## src/rtl/if_fetch_unit_if.sv

```systemverilog
// Fetch-unit bus: program-load and control inputs, registered fetch outputs.
interface if_fetch_unit_if;
  logic       Load_En;
  logic [4:0] Load_Addr;
  logic [7:0] Load_Data;
  logic       Start;
  logic       Stall;
  logic [7:0] Instruction_Code;
  logic       RegWrite;
  logic       SMCtrl;
  logic       Valid;
  logic [4:0] PC;
  logic       Halted;

  modport master (
    output Load_En, Load_Addr, Load_Data, Start, Stall,
    input  Instruction_Code, RegWrite, SMCtrl, Valid, PC, Halted
  );

  modport slave (
    input  Load_En, Load_Addr, Load_Data, Start, Stall,
    output Instruction_Code, RegWrite, SMCtrl, Valid, PC, Halted
  );
endinterface

```

## src/rtl/if_fetch_unit.sv

```systemverilog
// Instruction fetch unit: 32x8 program memory, IDLE/RUN/HALT sequencer, opcode pre-decode.
// Optional macro IF_FETCH_JUMP_EN turns opcode 2'b10 into an absolute jump.
module if_fetch_unit (
  input logic             Clk,
  input logic             Reset,
  if_fetch_unit_if.slave  bus_io
);

  typedef enum logic [1:0] {StIdle, StRun, StHalt} state_e;

  state_e     state_q;
  logic [4:0] pc_q;
  logic [7:0] instr_q;
  logic       reg_write_q;
  logic       sm_ctrl_q;
  logic       valid_q;
  logic       halted_q;

  logic [7:0] mem_q [32];

  logic [7:0] fetch_byte;
  logic [1:0] opcode;
  logic       is_halt;
  logic       is_jump;

  assign fetch_byte = mem_q[pc_q];
  assign opcode     = fetch_byte[7:6];
  assign is_halt    = (fetch_byte == 8'hFF);

`ifdef IF_FETCH_JUMP_EN
  assign is_jump = (opcode == 2'b10);
`else
  assign is_jump = 1'b0;
`endif

  // Memory is deliberately not reset so a program survives a mid-run reset.
  always_ff @(posedge Clk) begin
    if (bus_io.Load_En && (state_q != StRun)) begin
      mem_q[bus_io.Load_Addr] <= bus_io.Load_Data;
    end
  end

  always_ff @(posedge Clk or negedge Reset) begin
    if (!Reset) begin
      state_q     <= StIdle;
      pc_q        <= 5'd0;
      instr_q     <= 8'h00;
      reg_write_q <= 1'b0;
      sm_ctrl_q   <= 1'b0;
      valid_q     <= 1'b0;
      halted_q    <= 1'b0;
    end else begin
      unique case (state_q)
        StIdle, StHalt: begin
          instr_q     <= 8'h00;
          reg_write_q <= 1'b0;
          sm_ctrl_q   <= 1'b0;
          valid_q     <= 1'b0;
          if (bus_io.Start) begin
            state_q  <= StRun;
            pc_q     <= 5'd0;
            halted_q <= 1'b0;
          end
        end
        StRun: begin
          if (!bus_io.Stall) begin
            if (is_halt || is_jump) begin
              instr_q     <= 8'h00;
              reg_write_q <= 1'b0;
              sm_ctrl_q   <= 1'b0;
              valid_q     <= 1'b0;
              if (is_halt) begin
                state_q  <= StHalt;
                halted_q <= 1'b1;
              end else begin
                pc_q <= fetch_byte[4:0];
              end
            end else begin
              instr_q     <= fetch_byte;
              valid_q     <= 1'b1;
              reg_write_q <= (opcode == 2'b00) || (opcode == 2'b11);
              sm_ctrl_q   <= (opcode == 2'b11);
              pc_q        <= pc_q + 5'd1;
            end
          end
        end
        default: state_q <= StIdle;
      endcase
    end
  end

  assign bus_io.Instruction_Code = instr_q;
  assign bus_io.RegWrite         = reg_write_q;
  assign bus_io.SMCtrl           = sm_ctrl_q;
  assign bus_io.Valid            = valid_q;
  assign bus_io.PC               = pc_q;
  assign bus_io.Halted           = halted_q;

endmodule

```

## src/flat_wrapper.sv

```systemverilog
// flat-port wrapper written by rule: the top's interface ports become plain ports
module if_fetch_unit_flat 
  (Clk, Reset, bus_io_Load_En, bus_io_Load_Addr, bus_io_Load_Data, bus_io_Start, bus_io_Stall, bus_io_Instruction_Code, bus_io_RegWrite, bus_io_SMCtrl, bus_io_Valid, bus_io_PC, bus_io_Halted);
  if_fetch_unit_if bus_io_i ();
  input logic Clk;
  input logic Reset;
  input wire logic [$bits(bus_io_i.Load_En)-1:0] bus_io_Load_En;
  input wire logic [$bits(bus_io_i.Load_Addr)-1:0] bus_io_Load_Addr;
  input wire logic [$bits(bus_io_i.Load_Data)-1:0] bus_io_Load_Data;
  input wire logic [$bits(bus_io_i.Start)-1:0] bus_io_Start;
  input wire logic [$bits(bus_io_i.Stall)-1:0] bus_io_Stall;
  output wire logic [$bits(bus_io_i.Instruction_Code)-1:0] bus_io_Instruction_Code;
  output wire logic [$bits(bus_io_i.RegWrite)-1:0] bus_io_RegWrite;
  output wire logic [$bits(bus_io_i.SMCtrl)-1:0] bus_io_SMCtrl;
  output wire logic [$bits(bus_io_i.Valid)-1:0] bus_io_Valid;
  output wire logic [$bits(bus_io_i.PC)-1:0] bus_io_PC;
  output wire logic [$bits(bus_io_i.Halted)-1:0] bus_io_Halted;
  assign bus_io_i.Load_En = bus_io_Load_En;
  assign bus_io_i.Load_Addr = bus_io_Load_Addr;
  assign bus_io_i.Load_Data = bus_io_Load_Data;
  assign bus_io_i.Start = bus_io_Start;
  assign bus_io_i.Stall = bus_io_Stall;
  assign bus_io_Instruction_Code = bus_io_i.Instruction_Code;
  assign bus_io_RegWrite = bus_io_i.RegWrite;
  assign bus_io_SMCtrl = bus_io_i.SMCtrl;
  assign bus_io_Valid = bus_io_i.Valid;
  assign bus_io_PC = bus_io_i.PC;
  assign bus_io_Halted = bus_io_i.Halted;
  if_fetch_unit u_core (.Clk(Clk), .Reset(Reset), .bus_io(bus_io_i));
endmodule
```

## config.mk

```make
export PLATFORM = sky130hd
export DESIGN_NAME = if_fetch_unit_flat
export DESIGN_NICKNAME = d
export VERILOG_FILES = /design/src/rtl/if_fetch_unit_if.sv /design/src/rtl/if_fetch_unit.sv /design/src/flat_wrapper.sv
export SDC_FILE = /design/constraint.sdc
export NUM_CORES = 1
export LEC_CHECK = 0
export BUFFER_PORTS_ARGS = -buffer_cell sky130_fd_sc_hd__buf_4
export CAP_MARGIN = 20
export CELL_PAD_IN_SITES_DETAIL_PLACEMENT = 0
export CELL_PAD_IN_SITES_GLOBAL_PLACEMENT = 2
export CORE_UTILIZATION = 51
export CTS_CLUSTER_SIZE = 40
export DETAILED_ROUTE_END_ITERATION = 8
export GPL_TIMING_DRIVEN = 0
export PLACE_DENSITY = 0.95
export SLEW_MARGIN = 30
export SYNTH_ARGS = -nofsm -noshare
export SYNTH_HDL_FRONTEND = slang
export SYNTH_SLANG_ARGS = --single-unit
```

## constraint.sdc

```tcl
create_clock -name Clk -period 7.35 [get_ports Clk]
set_input_delay 1.47 -clock Clk [delete_from_list [all_inputs] [get_ports Clk]]
set_output_delay 1.47 -clock Clk [all_outputs]
set_load 0.01 [all_outputs]
```

Yosys cells after proc, flatten, opt, wreduce, memory -nomap -nowiden
Memories as Yosys holds them, arrays and structs flattened.
Index checks and enable logic that the tools add are counted.
Widths: inputs -> output; s select.
Operators by class
  $add $sub $neg: 1
  multiply operators: 0
  div/mod/pow operators: 0
  order comparisons: 0
  equal/unequal tests: 9
  shift operators: 0
  muxes and demuxes: 26
  bitwise logic cells: 0
  reductions and logical operators: 10
Operators with widths (number)
  $mux 8: 2
  $pmux 8 s2: 1
  $mux 5: 3
  $mux 1: 11
  $pmux 5 s2: 1
  $eq 8x8->1 const B: 1
  $pmux 1 s2: 4
  $reduce_and 4->1: 2
  $mux 2: 3
  $ne 2x2->1 const B: 3
  $add 5x1->5 const B: 1
  $eq 2x2->1 const B: 2
  $logic_not 2->1: 2
  $ne 2x1->1 const B: 2
  $pmux 2 s2: 1
  $reduce_and 3->1: 1
  $eq 2x1->1 const B: 1
  $reduce_and 2->1: 1
  $reduce_bool 2->1: 1
  $reduce_or 2->1: 1
  $logic_and 1x1->1: 1
  $logic_or 1x1->1: 1
Word-level totals
  register bits: 19
  bits in latches: 0
  bits in writable memories: 256
  memory bits (read-only): 0
  output and inout port bits: 17
  word-level logic and storage cells: 54
  memories kept: 1
Memories
  u_core.mem_q: words 32, width 8, rd ports 1, clocked after memory_dff 0, write ports 1, line if_fetch_unit.sv:19  | logic [7:0] mem_q [32];

Depth between registers and ports, before layout
Gate-level depths: netlist of the first run.
An unclocked memory read counts as a cell.
  depth in word-level cells: 6
  depth in mapped cells: 14
  gate-level depth less buffers: 8

Worst setup path after synthesis of the first run
No wires, ideal clock.
  path type: reg2reg
  start point: reg u_core.pc_q[0], in the netlist u_core.bus_io.PC[0]
  end point: reg u_core.pc_q[4], in the netlist u_core.bus_io.PC[4]
  setup time: 0.067 ns
  data arrival time: 3.345 ns
  required time: 7.283 ns
  path slack: 3.938 ns
  cell stages (with the launch flop): 11
  path buffers: 2
  clock period less this slack: 3.412 ns
  cells stage by stage: dfrtp_1 > buf_2 > buf_1 > mux4_2 > mux4_2 > mux2_2 > ha_1 > nand3_2 > nor3_2 > or4_1 > nand2_1
Between the ends
  cells in the longest elaborated chain, start to end: 4
  elaborated cells on any way between the ends: 8
Ends and longest elaborated chain
  start, declared: line if_fetch_unit.sv:12  | logic [4:0] pc_q;
  start signal, assigned: line if_fetch_unit.sv:76  | pc_q <= fetch_byte[4:0];
  start signal, assigned: line if_fetch_unit.sv:83  | pc_q <= pc_q + 5'd1;
  $mem_v2 32x8 / $add 5x1->5 (equally long branches)
  $eq 8x8->1 / $mux 5 (equally long branches): line if_fetch_unit.sv:28, if_fetch_unit.sv:67
  $ne 2x2->1 (no line) / $mux 5 (equally long branches)
  $reduce_and 4->1 (no line) / $pmux 5 s2 (equally long branches)
Parallel ways exist; a longest one is shown, timed or not. The select of a mux whose other input is x is not followed.
A chain may end at the register's enable or synchronous reset.

Worst setup path after layout of the first run
  start point: reg u_core.pc_q[0], in the netlist u_core.bus_io.PC[0]
  end point: reg u_core.pc_q[3], in the netlist u_core.bus_io.PC[3]
Same word-level chain as after synthesis.

==> results of run 1 <==
-- worst max-delay path, delay by kind of cell, from the launching register on --
kind                     cells  cell delay [ns]
AO/OA/AOI/OAI                2             0.25
adder cells (fa/ha/maj)      1             0.25
buffers and inverters        2             1.05
flip-flops                   1             0.42
multiplexers                 3             1.42
AND/OR/NAND/NOR              2             0.50
-- power groups by stage --
stage | clock network, mW | logic [mW] | registers, mW
after floorplan | 0 | 0.823 | 1.83
after global placement | 0 | 1.22 | 1.82
after detailed placement | 0 | 1.24 | 1.82
after CTS | 1.29 | 1.24 | 1.79
after global routing | 1.35 | 1.33 | 1.79
final | 1.28 | 1.25 | 1.79
-- sequential cells by signal, indices dropped and copies added (netlist names) --
name and count:
u_core.bus_io.PC 5, u_core.bus_io.Halted 1, u_core.bus_io.Instruction_Code 8, u_core.mem_q 256, u_core.bus_io.Valid 1, u_core.bus_io.RegWrite 1
u_core.bus_io.SMCtrl 1, u_core.state_q 2
-- layer usage --
metal | share of wire | global-route usage | vias to the layer above | wire, um
met5 | 0 | 0 | - | 0
met2 | 0.50 | 0.376 | 263 | 12100
met1 | 0.41 | 0.311 | 2975 | 10000
met3 | 0.070 | 0.0347 | 32 | 1700
li1 | - | - | 2525 | -
met4 | 0.018 | 0.0696 | 0 | 432
-- cell type report --
type | count | area share
inverter | 3 | 0.000909
clock buffer | 33 | 0.0563
buffer | 30 | 0.0156
multi-input combinational | 288 | 0.211
timing repair buffer | 34 | 0.0206
tap | 275 | 0.0278
clock inverter | 14 | 0.00939
sequential | 275 | 0.659
-- through the flow --
| step | utilization | hold slack [ns] | setup WS, ns |
|---|---|---|---|
| after floorplan | - | 0.514 | 3.94 |
| after detailed placement | 0.550 | 0.472 | 3.29 |
| after global placement | 0.550 | 0.460 | 3.30 |
| after CTS | 0.589 | 0.487 | 3.26 |
| after global routing | 0.590 | 0.515 | 3.22 |
| final | 0.590 | 0.483 | 3.38 |
-- kinds of logic (layout without fill, tap and decap cells) --
family | count (synthesis) | after routing | synth area share
adder cells (fa/ha/maj) | 2 | 2 | 0.00228
flip-flops | 275 | 275 | 0.745
multiplexers | 106 | 106 | 0.142
AND/OR/NAND/NOR | 114 | 114 | 0.0480
buffers and inverters | 33 | 114 | 0.0186
AO/OA/AOI/OAI | 66 | 66 | 0.0437
-- cells in the mapped netlist (all sizes together), types with 2 or more instances --
cell	count	area share
dfrtp	19	0.043
nand3	11	0.0055
or3	3	0.0017
nor2b	3	0.0017
edfxtp	256	0.70
or3b	2	0.0016
ha	2	0.0023
mux2i	66	0.060
nand3b	3	0.0021
buf	19	0.014
mux2	3	0.0034
clkbuf	11	0.0038
a21oi	5	0.0023
nor2	42	0.014
a22o	6	0.0048
a22oi	27	0.019
mux4	37	0.078
nand2	36	0.012
inv	3	0.0010
o21ai	13	0.0070
o22ai	4	0.0029
a31oi	2	0.0011
o211ai	3	0.0021
nor3	3	0.0018
nand4	2	0.0011
nand2b	2	0.0011
nand4b	2	0.0016
-- path summary, 6_finish.rpt --
check / startpoint / endpoint / slack [ns] / cells past startpoint
setup / recovery: u_core.bus_io.PC[0] / u_core.bus_io.PC[3] / 3.38 / 10
hold / removal: u_core.bus_io.Instruction_Code[2] / u_core.bus_io.Instruction_Code[2] / 0.48 / 2
setup reg to reg: u_core.bus_io.PC[0] / u_core.bus_io.PC[3] / 3.38 / 10
hold reg to reg: u_core.bus_io.Instruction_Code[2] / u_core.bus_io.Instruction_Code[2] / 0.48 / 2
max in group asynchronous: Reset / u_core.bus_io.Instruction_Code[4] / 6.34 / 1
min in group asynchronous: Reset / u_core.bus_io.Instruction_Code[2] / 0.81 / 1
==> results.md, run 1 <==
* Status: complete, no violations
* Area growth from synthesis to layout at 13.1%
* Top cell by count, worst path: mux4_2
* Worst vdd ir at roughly 0.00016 V
* Nets at a little under 700
* Cts bufs inserted at 26
* Hold Vio Cnt, Final at 0
* Critical path arrival at approximately 4.4 ns
* Layout cells sized above 1 at 0.204
* Yosys reg bits at 275
* Cell count after synthesis at 596
* Period minus WS final at 3.97 ns
* CTS tree: done
* Commonest non-fill, non-tap cell in the layout: edfxtp_1
* Synth warnings at 0
* Syn Nets at 616
* Die area at 22100 um^2
* Pre-antenna DRT Iters at 5
* Core area at 21000 um^2
* # IOs at 35
* Combinational Power Share at 0.289
* Port bufs at 34
* Flip-flop and latch area at 8160 um^2
* Worst Max-Slew Pin Slew at 1.01 ns
* Final setup skew at 0.00926 ns
* Final total power at 4.32 mW
* Multi-input logic area at ~2600 um^2
* Vias at a little under 6000
* Root Driver: clkbuf_16
* Dpl cells at about 900
* Top_reg_cell synth: edfxtp_1
* Post-synth ARST share at 0.0691
* Avg Inst Size Synth at about 18 um^2
* Maxcap violations at 0
* GPL Wtd Cong at 0.851
* Clock slew at reported path FFs at ~0.060 ns
* Flop pwr share at 0.414
* Internal power at 3.03 mW
* Max Root-Sink Buffers at 3
* Post-synthesis sequential area ratio at 0.745
* Worst skew pair latency at approximately 0.53 ns
* # DRC at 0
* Clock network power share at 0.297
* Largest net degree at the start of global routing at 33
* Starting Density at 0.521
* Gates resized, CTS repair at 0
* H-tree lvl count at 1
* Slew Limit Headroom at 0.323
* Setup TNS at 0 ns
* Unique masters post-synth at 49
* Per-cell routed wire length at between 20 and 30 um
* Initial DRC count at 633
* Antenna violations before repair at 0
* Fill cells at 1495
* Post-DP Area at 11600 um^2
* ANT nets after route at 0
* Sink Count at between 200 and 300
* Cell area power density at 349 nW/um^2
* Post-route clock period utilization at 0.541
* Vias in the first global route at between 5000 and 6000
* Routed wire length at 24300 um
* Achievable Freq at 0.252 GHz
* Die Span X at 149 um
* CP max stage delay at 0.71 ns
* Die Y at ~150 um
* Tot GR Track Use at 0.227
* Worst Setup Start Kind: flop
* FP Rows at 53
* CP Class: reg2reg
* Crit path required time at between 7 and 8 ns
* Slew Viols, Final at 0
* Final Setup Violations at 0
* Switching share of power at 0.298
* Synthesized cell area at 11000 um^2
* LEAKAGE at approximately 4.1 nW
* Layout Cells excl Fill at between 900 and 1000
* Hpwl dp at 15800 um
* Critical path endpoint category: flop
* # hold bufs at CTS at 0
* EDFF count, synth at 256
* Post-CTS setup buffers at 0
* CP cell instances: buf_2, clkbuf_1, mux4_2, mux4_2, mux2_2, ha_1, nand3_2, o31ai_2, or3_1, o211ai_1
* ANT cells at 0
* First-pass GRT wire length at 36000 um
* Sw power at 1.29 mW
* Slowest CP cell: clkbuf_1
* GRT Residual Overflow at 0
* Hold Crit Class: reg2reg
* RSZ-0062 raised after global routing: no
* Post-route cell area at 12400 um^2
* Critical path fanouts, max at 10
* Vias/cell at 6.09
* Commonest cells after routing, fill and taps aside: edfxtp_1 (256), mux2i_1 (66), buf_4 (38)
Power figures use the tool's default switching activity.
==> run 2: changes to the inputs <==
--- a/config.mk
+++ b/config.mk
@@ -9,11 +9,11 @@
 export CAP_MARGIN = 20
 export CELL_PAD_IN_SITES_DETAIL_PLACEMENT = 0
 export CELL_PAD_IN_SITES_GLOBAL_PLACEMENT = 2
-export CORE_UTILIZATION = 51
+export CORE_UTILIZATION = 48
 export CTS_CLUSTER_SIZE = 40
 export DETAILED_ROUTE_END_ITERATION = 8
 export GPL_TIMING_DRIVEN = 0
-export PLACE_DENSITY = 0.95
+export PLACE_DENSITY = 0.9
 export SLEW_MARGIN = 30
 export SYNTH_ARGS = -nofsm -noshare
 export SYNTH_HDL_FRONTEND = slang
==> constraint.sdc (replaced) <==
create_clock -name Clk -period 3.7 [get_ports Clk]
set_input_delay 0.74 -clock Clk [delete_from_list [all_inputs] [get_ports Clk]]
set_output_delay 0.74 -clock Clk [all_outputs]
set_load 0.01 [all_outputs]
==> run 2 against run 1 <==
Fmax grew 12%. Via count up 0.24%. Global-route usage fell by 0.76 points. Power rose by 100%. Utilization down 2.5 points. Sequential share of layout area decreased by 0.41 points. Clock power increased by 110%. Critical path type unchanged.
==> results.md, run 2 (synthesized netlist as in run 1, its figures left out) <==
* Hpwl dp at 16200 um
* H-tree lvl count at 1
* Nets at 679
* Pre-antenna DRT Iters at 5
* Die Span X at 153 um
* Antenna violations before repair at 0
* Fill cells at 1640
* # IOs at 35
* Initial DRC count at around 640
* RSZ-0062 raised after global routing: no
* GPL Wtd Cong at 0.818
* GRT Residual Overflow at 0
* Post-route clock period utilization at 0.958
* Internal power at 6.14 mW
* Final total power at 8.73 mW
* Clock slew at reported path FFs at 0.06 ns
* Per-cell routed wire length at 26.2 um
* Period minus WS final at between 3 and 4 ns
* Root Driver: clkbuf_16
* Die Y at roughly 150 um
* Hold Crit Class: in2async
* Core area at 22100 um^2
* Cts bufs inserted at 28
* Worst skew pair latency at ~0.53 ns
* CP max stage delay at around 0.50 ns
* Flop pwr share at 0.407
* Clock network power share at 0.307
* # DRC at 0
* Final Setup Violations at 0
* Routed wire length at 25100 um
* Worst Setup Start Kind: flop
* Cell area power density at 700 nW/um^2
* Layout Cells excl Fill at 958
* Switching share of power at 0.296
* Dpl cells at between 900 and 1000
* Achievable Freq at 0.282 GHz
* Vias in the first global route at 6000
* Critical path arrival at about 4.0 ns
* Tot GR Track Use at 0.219
* Combinational Power Share at 0.286
* Starting Density at 0.496
* Flip-flop and latch area at 8160 um^2
* First-pass GRT wire length at 37300 um
* Layout cells sized above 1 at 0.206
* CTS tree: done
* Final core occ at 0.565
* Commonest cells after routing, fill and taps aside: edfxtp_1 (256), mux2i_1 (66), buf_4 (38)
* LEAKAGE at about 4.2 nW
* Slew Limit Headroom at 0.320
* Commonest non-fill, non-tap cell in the layout: edfxtp_1
* Slew Viols, Final at 0
* Largest net degree at the start of global routing at 33
* Area growth from synthesis to layout at 13.9%
* Worst Max-Slew Pin Slew at 1.02 ns
* Maxcap violations at 0
* Crit path required time at 4.15 ns
* Buf+Inv Stages, Crit Path at 4
* Critical path fanouts, max at 19
* ANT nets after route at 0
* Top delay family on crit path: multiplexers
* Critical path endpoint category: flop
* Die area at 23400 um^2
* Vias/cell at 6.06
* CP cell instances: buf_6, buf_12, buf_6, buf_4, mux4_2, mux4_2, mux2_2, ha_1, nand3_2, o31ai_2, or3_1, o211ai_1
* Worst vdd ir at 0.000441 V
* FP Rows at 54
* Max Root-Sink Buffers at 3
* Vias at 5809
* Sink Count at 275
* Hold Vio Cnt, Final at 0
* CP Class: reg2reg
* Max FFs per register at 256
* Final setup skew at 0.0144 ns
* Slowest CP cell: mux4_2
* Setup TNS at 0 ns
* Largest register by flop count: u_core.mem_q
* ANT cells at 0
* Port bufs at 34
* Status: complete, no violations
* Sw power at 2.59 mW
* Worst Hold Slack at around 0.074 ns
* Multi-input logic area at 2620 um^2
run 2: cell types whose count changed in the layout (fill, tap and decap cells not counted), sizes merged:
cell,previous run,this run
clkinv,12,6
clkbuf,45,50
clkinvlp,0,2
buf,52,51
inv,3,4
run 2: layout make-up:
class,instances,share of cell area
sequential,275,0.654
multi-input combinational,288,0.210
clock buffer,38,0.0609
tap,280,0.0281
timing repair buffer,34,0.0205
buffer,29,0.0166
clock inverter,11,0.00893
inverter,3,0.000903
run 2: per-layer routing:
metal  routed length (um)  global-route usage
met1                 9990               0.291
met2                12700               0.366
met3                 1930              0.0462
met4                  468              0.0620
met5                    0                   0
run 2: power groups by stage:
stage	clock (mW)	combinational, mW	sequential [mW]
CTS	2.71	2.49	3.56
finish	2.68	2.50	3.56
global placement	0	2.44	3.62
global route	2.84	2.66	3.57
detailed placement	0	2.47	3.62
floorplan	0	1.64	3.64
run 2: worst paths after layout:
| kind | cells after the start | slack (ns) | to | from |
|---|---|---|---|---|
| min in group Clk | 2 | 0.43 | u_core.state_q[1] | bus_io_Start |
| max in group asynchronous | 1 | 3.42 | u_core.bus_io.Instruction_Code[2] | Reset |
| setup reg to reg | 12 | 0.15 | u_core.bus_io.PC[3] | u_core.bus_io.PC[1] |
| setup / recovery | 12 | 0.15 | u_core.bus_io.PC[3] | u_core.bus_io.PC[1] |
| hold / removal | 1 | 0.07 | u_core.bus_io.PC[0] | Reset |
| hold reg to reg | 2 | 0.47 | u_core.bus_io.Valid | u_core.bus_io.Valid |
run 2: worst reg2reg max path: cells and delay by family (launching register included):
kind                       cells  cell delay, ns
AOI/OAI and AO/OA              2            0.25
adders and majority gates      1            0.24
buffers and inverters          4            0.92
DFF                            1            0.40
muxes                          3            1.17
and+or+nand+nor                2            0.50
run 2: what timing repair did:
item / CTS / global route
setup endpoints to repair: 19 / 10
gates resized for setup: 8 / 4
buffers inserted: 0 / 0
cloned: 0 / 0
hold buffers: 0 / 0
run 2: through the flow:
step	cell area (um^2)	worst slack, ns
floorplan	11000	0.288
global placement	11600	-0.371
detailed placement	11600	-0.407
CTS	12500	0.0214
global route	12500	0.0332
finish	12500	0.155
